--- config.mk ---
export PLATFORM = sky130hd
export DESIGN_NAME = oflow_pe_set_scheduler
export DESIGN_NICKNAME = d
export VERILOG_FILES = /design/src/rtl/oflow_pe_set_scheduler.sv
export SDC_FILE = /design/constraint.sdc
export NUM_CORES = 1
export LEC_CHECK = 0
export ABC_AREA = 1
export CORE_ASPECT_RATIO = 1.25
export CORE_MARGIN = 5
export CORE_UTILIZATION = 40
export CTS_CLUSTER_DIAMETER = 50
export DETAILED_ROUTE_END_ITERATION = 7
export SKIP_CTS_REPAIR_TIMING = 1
export SYNTH_ARGS = -nofsm -noshare
export SYNTH_HDL_FRONTEND = slang
export SYNTH_SLANG_ARGS = --single-unit
--- constraint.sdc ---
create_clock -name clk -period 2.4 [get_ports clk]
set_clock_uncertainty 0.2 [all_clocks]
set_input_delay 0.24 -clock clk [delete_from_list [all_inputs] [get_ports clk]]
set_output_delay 0.24 -clock clk [all_outputs]
set_load 0.1 [all_outputs]
--- src/rtl/oflow_pe_set_scheduler.sv ---
// ---------------------------------------------------------------------------
// oflow_pe_set_scheduler
//
// Splits a frame of bounding boxes into sets of at most PE_NUM boxes and runs
// each set on the PE array. For every set the scheduler waits for the DMA to
// present feature data, pulses pe_start with a mask of the PEs in use, and
// collects the per-PE done pulses. When all PEs of the last set are done, it
// raises frame_done for one cycle.
//
// Ports
//   clk                   in   single clock, rising edge
//   reset_N               in   synchronous active-low reset
//   start_frame           in   one-cycle frame request (accepted only in IDLE)
//   num_of_bbox_in_frame  in   [BBOX_W] bbox count, sampled with start_frame
//   abort                 in   abandon the current frame
//   frame_ready           out  idle and able to accept start_frame
//   set_valid_from_dma    in   DMA holds a set
//   set_ready_to_dma      out  scheduler waits for a set
//   pe_start              out  one-cycle start pulse to the PE array
//   pe_enable_mask        out  [PE_NUM] PEs active in the current set
//   pe_done               in   [PE_NUM] per-PE done pulses
//   set_idx               out  [SET_W] index of the current set
//   bbox_remain           out  [BBOX_W] bboxes not yet completed
//   frame_done            out  one-cycle pulse after the last set completes
//   busy                  out  high outside IDLE
// ---------------------------------------------------------------------------
module oflow_pe_set_scheduler #(
    parameter int PE_NUM = 24,
    parameter int BBOX_W = 10,
    parameter int SET_W  = 6
) (
    input  logic              clk,
    input  logic              reset_N,
    input  logic              start_frame,
    input  logic [BBOX_W-1:0] num_of_bbox_in_frame,
    input  logic              abort,
    output logic              frame_ready,
    input  logic              set_valid_from_dma,
    output logic              set_ready_to_dma,
    output logic              pe_start,
    output logic [PE_NUM-1:0] pe_enable_mask,
    input  logic [PE_NUM-1:0] pe_done,
    output logic [SET_W-1:0]  set_idx,
    output logic [BBOX_W-1:0] bbox_remain,
    output logic              frame_done,
    output logic              busy
);

    typedef enum logic [1:0] {
        S_IDLE,
        S_WAIT_SET,
        S_RUN,
        S_DONE
    } state_t;

    localparam logic [BBOX_W-1:0] PE_NUM_B = BBOX_W'(PE_NUM);

    state_t            r_state;
    state_t            w_state_next;

    logic              r_pe_start;
    logic              r_frame_done;
    logic [PE_NUM-1:0] r_mask;
    logic [PE_NUM-1:0] r_acc;
    logic [SET_W-1:0]  r_set_idx;
    logic [BBOX_W-1:0] r_bbox_remain;
    logic [BBOX_W-1:0] r_active;

    logic              w_handshake;
    logic              w_set_complete;
    logic              w_last_set;
    logic [BBOX_W-1:0] w_active;
    logic [PE_NUM-1:0] w_mask_next;
    logic [PE_NUM-1:0] w_acc_merged;

    // Size of the next set: whatever is left, capped at the array width.
    assign w_active = (r_bbox_remain > PE_NUM_B) ? PE_NUM_B : r_bbox_remain;

    // Done pulses of PEs outside the mask never reach the accumulator, and
    // the current cycle's pulses count toward completion immediately.
    assign w_acc_merged   = r_acc | (pe_done & r_mask);
    assign w_set_complete = (r_state == S_RUN) && (w_acc_merged == r_mask);
    assign w_handshake    = (r_state == S_WAIT_SET) && set_valid_from_dma && !abort;
    assign w_last_set     = (r_bbox_remain == r_active);

    // Thermometer mask: the low w_active bits set.
    always_comb begin
        w_mask_next = '0;
        for (int i = 0; i < PE_NUM; i++) begin
            w_mask_next[i] = (i < int'(w_active));
        end
    end

    // State register.
    // NOTE: sequential state uses non-blocking assignments only, and reset is
    // sampled on the clock edge, so it lives inside the clocked branch.
    always_ff @(posedge clk) begin
        if (!reset_N) begin
            r_state <= S_IDLE;
        end else begin
            r_state <= w_state_next;
        end
    end

    // Next-state logic; abort wins over handshake and completion.
    // NOTE: w_state_next gets a default before the case so no path can leave
    // it unassigned and infer a latch.
    always_comb begin
        w_state_next = r_state;
        case (r_state)
            S_IDLE: begin
                if (start_frame) begin
                    w_state_next = (num_of_bbox_in_frame == '0) ? S_DONE : S_WAIT_SET;
                end
            end
            S_WAIT_SET: begin
                if (abort) begin
                    w_state_next = S_IDLE;
                end else if (set_valid_from_dma) begin
                    w_state_next = S_RUN;
                end
            end
            S_RUN: begin
                if (abort) begin
                    w_state_next = S_IDLE;
                end else if (w_set_complete) begin
                    w_state_next = w_last_set ? S_DONE : S_WAIT_SET;
                end
            end
            S_DONE: begin
                w_state_next = S_IDLE;
            end
            default: begin
                w_state_next = S_IDLE;
            end
        endcase
    end

    // Datapath registers.
    always_ff @(posedge clk) begin
        if (!reset_N) begin
            r_pe_start    <= 1'b0;
            r_frame_done  <= 1'b0;
            r_mask        <= '0;
            r_acc         <= '0;
            r_set_idx     <= '0;
            r_bbox_remain <= '0;
            r_active      <= '0;
        end else begin
            r_pe_start   <= 1'b0;
            // frame_done trails the DONE state by one cycle; an abort taken
            // in DONE suppresses it.
            r_frame_done <= (r_state == S_DONE) && !abort;

            if (r_state == S_RUN) begin
                r_acc <= w_acc_merged;
            end

            if (r_state == S_IDLE) begin
                if (start_frame) begin
                    r_bbox_remain <= num_of_bbox_in_frame;
                    r_set_idx     <= '0;
                end
            end else if (abort) begin
                // bbox_remain and set_idx are left as they were for inspection.
                r_mask <= '0;
            end else if (w_handshake) begin
                r_mask     <= w_mask_next;
                r_active   <= w_active;
                r_pe_start <= 1'b1;
                r_acc      <= '0;
            end else if (w_set_complete) begin
                // r_active never exceeds r_bbox_remain, so no underflow.
                r_bbox_remain <= r_bbox_remain - r_active;
                r_set_idx     <= r_set_idx + SET_W'(1);
            end else if (r_state == S_DONE) begin
                r_mask <= '0;
            end
        end
    end

    assign frame_ready      = (r_state == S_IDLE);
    assign set_ready_to_dma = (r_state == S_WAIT_SET);
    assign busy             = (r_state != S_IDLE);
    assign pe_start         = r_pe_start;
    assign pe_enable_mask   = r_mask;
    assign set_idx          = r_set_idx;
    assign bbox_remain      = r_bbox_remain;
    assign frame_done       = r_frame_done;

endmodule

==> reports/metrics.sh <==
OUTCOME='finished clean'
CAP_VIOLATIONS=0
POST_SYNTH_INSTANCE_AREA_SQ_MM=0.00417
TIMING.FMAX_MHz=458
TIMING.CRITICAL_PATH.CELLS='inv_1 > ha_1 > fa_1 > o21ai_2 > nand2_1 > nand3b_1 > nand3_1 > nand2_1 > nand3_1 > a21oi_1'
SYNTH_CELLS=630
SEQUENTIAL_CELL_AREA_SQ_MM=0.00159
LEAKAGE_POWER_nW=2.44
DETAIL_ROUTE.DRC_VIOLATIONS=0
SETUP-TNS-FINAL_NS=0
POST_SYNTHESIS_COMPOUND_GATE_AREA_FRACTION=0.136
POWER_DENSITY_mW_PER_MM2=796
ANTENNA_FOUND_INITIAL=0
WORST_PATH_LARGEST_CELL_DELAY_NS=0.43
SYNTH_TOP_FAMILY_BY_AREA='simple AND/OR/NAND/NOR gates'
SYNTH_SEQ_AREA_SHARE=0.374
WIRE_LENGTH_OF_THE_FIRST_GLOBAL_ROUTING_PASS_UM=19400
P_TOTAL_mW=4.38
DP_HPWL_UM=9000
LAYOUT-DRIVE-GT1-SHARE=0.166
MAX_SLEW_MARGIN=0.731
SETUP_VIOL_COUNT_FINAL=0
TOTALWIRELENGTH_UM=11800
GP_CONGESTION=0.870
DR_TOTAL_VIAS=4211
PLACEMENTROWS=41
HOLD-PATH-ENDPOINT='r_active[8]'
NUMBER_OF_NETS_IN_THE_FINISHED_DESIGN=770
FINAL_CELL_COUNT_NO_FILL=854
CRITICALPATHCATEGORY='register to register'
SLEW_VIOLATIONS=0
SYNTH_SEQ_CELLS=78
SYNTH.NET_COUNT=680
GRTUSAGETOTAL=0.191
GRT_MAX_DEGREE=27
CLOCK_LATENCY_ON_THE_WORST_SKEW_PAIR_NS=0.34
HP-CLASS='register to register'
PLACEMENT.IO_BUFFERS=83
SYNTH-SIMPLE-AREA-SHARE=0.345
ROUTED_WIRE_LENGTH_PER_INSTANCE_UM=13.8
GLOBALROUTE.BUSIESTLAYER='met2'
LAYOUT_COMMON_CELLS='151 x nand2_1, 82 x inv_1, 82 x nor2_1'
CLOCK_PATH_BUFFERS=2
IO_PINS=84
FLOORPLAN.DIE.WIDTH_UM=101
FINAL.MIN_CLOCK_PERIOD_NS=2.19
CP.REQUIRED_NS=2.47
MULTI_INPUT_COMB_AREA_SQ_MM=0.00220
HOLD_PATH.STARTPOINT='r_active[8]'
MAX_SLEW.WORST_PIN.SLEW_NS=0.401
DIODES=0
CTS.REPORTEDPATHS.CLKPINSLEW_NS=0.06
POST-SYNTH-TOP-AREA-CELL='dfxtp_1'
GRT_USE_MET3=0.0280
DESIGN.CORE.AREA_SQ_MM=0.0102
PLACE_WORST_SETUP_SLACK_NS=0.00601
SYNTHXORXNORAREAFRAC=0.0105
FLOORPLAN.DIE_AREA_SQ_MM=0.0126
CLOCK_TREE_FROM_TRITONCTS='done'
SYNTH-ADDER-AREA-SHARE=0.0348
FILLERINSTANCES=1029
GRT_REMAINING_OVERFLOW=0
TIMING.RR.START='bbox_remain[0]'
POST-ROUTE-CELL-AREA_SQ_MM=0.00550
RR_WORST_DEPTH=10
DIE_H_UM=124
FLOORPLAN.INITIALDENSITY=0.411
CTS_MAX_LEVEL=3
COUNT_OF_SYNTHESIS_STAGE_WARNINGS_FROM_YOSYS=0
PERIOD_SHARE=0.911
DPL-INSTANCE-AREA_SQ_MM=0.00516
CRIT_PATH_DAT_NS=2.25
FINALHOLDVIOLATIONS=0
CRIT_PATH_MAX_FANOUT=4
GRT_PASS1_VIAS=4021
SYNTH.AVG_CELL_AREA_SQ_UM=6.63
SYNTH_MUX_AREA_FRAC=0
YS_TYPES=37
SYNTH.TOP_CELL.AREA_SHARE=0.374
DRT.ANTENNA.VIOLATING_NETS=0
AVGVIACOUNTPERCELL=4.93
HOLD-PATH-CELL-COUNT=2
CP-END-KIND='register'
SETUP_SLACK_NS=0.214
CTS_MADE_BUFFERS=9
MET2_USAGE=0.330
GRT_UTIL_MET1=0.234
SYNTHTOPCELLSBYAREA='dfxtp_1 37%, nand2_1 14%, inv_1 7.4%'
RSZ_0062_RAISED_AFTER_GLOBAL_ROUTING='no'
DRT_ITER0_MARKERS=148
TIMING.CRITICAL_PATH.SLOWEST_STAGE_CELL='fa_1'
DETAILEDROUTE.FIRSTPASSITERATIONCOUNT=4
CRITICAL_PATH.REG2REG.ENDPOINT='bbox_remain[6]'
CP-START-KIND='register'
SYN2LAYOUT_AREA_GROWTH_PCT=31.7
IR_DROP_uV=544
CTS_ROOT_BUFFER='clkbuf_16'
TIMING.REG2REG.SETUP_SLACK_NS=0.21
TRITONCTS_NUM_SINKS=78
MOST_COMMON_CELL_AFTER_LAYOUT_FILL_AND_TAPS_ASIDE='nand2_1'
PLACED_CELLS=838
==> routing by layer <==
metal	vias to the layer above	share of wire
li1	2202	-
met1	1910	0.43
met2	84	0.51
met3	15	0.040
met4	0	0.019
met5	-	0
==> where the power goes <==
group / internal, mW / switching [mW] / total [mW]
Sequential: 1.36 / 0.0882 / 1.45
Combinational: 0.428 / 0.980 / 1.41
Clock: 0.974 / 0.547 / 1.52
Total: 2.76 / 1.61 / 4.38
==> through the flow <==
stage / utilization / hold WS (ns)
2_1_floorplan: - / 0.118
3_3_place_gp: 0.508 / 0.234
3_5_place_dp: 0.508 / 0.240
4_1_cts: 0.541 / 0.248
5_1_grt: 0.541 / 0.262
6_report: 0.541 / 0.249
==> worst max-delay path by stage <==
stage	to	cells past startpoint	slack, ns	startpoint
after global routing	bbox_remain[8]	11	0.05	bbox_remain[0]
after floorplan	bbox_remain[5]	12	0.0002	pe_enable_mask[7]
final	bbox_remain[6]	10	0.21	bbox_remain[0]
after detailed placement	bbox_remain[8]	11	0.006	bbox_remain[0]
after global placement	bbox_remain[4]	10	0.04	bbox_remain[0]
after CTS	bbox_remain[6]	10	0.003	bbox_remain[0]
==> flip-flops by register name (all words and copies together) (netlist names) <==
| name | flops |
|---|---|
| pe_enable_mask | 24 |
| set_idx | 6 |
| r_acc | 24 |
| frame_done | 1 |
| bbox_remain | 10 |
| r_active | 10 |
| pe_start | 1 |
| r_state | 2 |
==> Yosys cell counts, drive strengths merged <==
master / number
xnor2: 3
clkinv: 1
o31ai: 1
dfxtp: 78
nor3b: 3
o2bb2ai: 1
a21oi: 54
xor2: 2
ha: 10
nand3: 47
nor4: 1
buf: 8
nand3b: 17
nor2: 87
nor3: 7
nand2: 153
inv: 88
a31oi: 12
a22oi: 1
nand4: 2
fa: 1
o22ai: 5
or2: 6
o21ai: 32
clkbuf: 10
==> logic make-up after synthesis <==
group           after synthesis
flops                        78
fa+ha+maj                    11
compound gates              106
simple gates                323
buf+inv                     107
xor+xnor                      5
==> final cells by class <==
class	count	share of cell area
Multi-Input combinational cell	445	0.400
Sequential cell	78	0.290
Timing Repair Buffer	97	0.159
Inverter	89	0.0612
Clock buffer	11	0.0462
Tap cell	129	0.0294
Clock inverter	5	0.0143
==> critical path, delay by kind of cell (launching register included) <==
kind / cells / cell delay (ns)
buf+inv: 1 / 0.08
fa+ha+maj: 2 / 0.68
flops: 1 / 0.38
simple gates: 5 / 0.41
compound gates: 2 / 0.36
(Power assumes the default switching activity.)
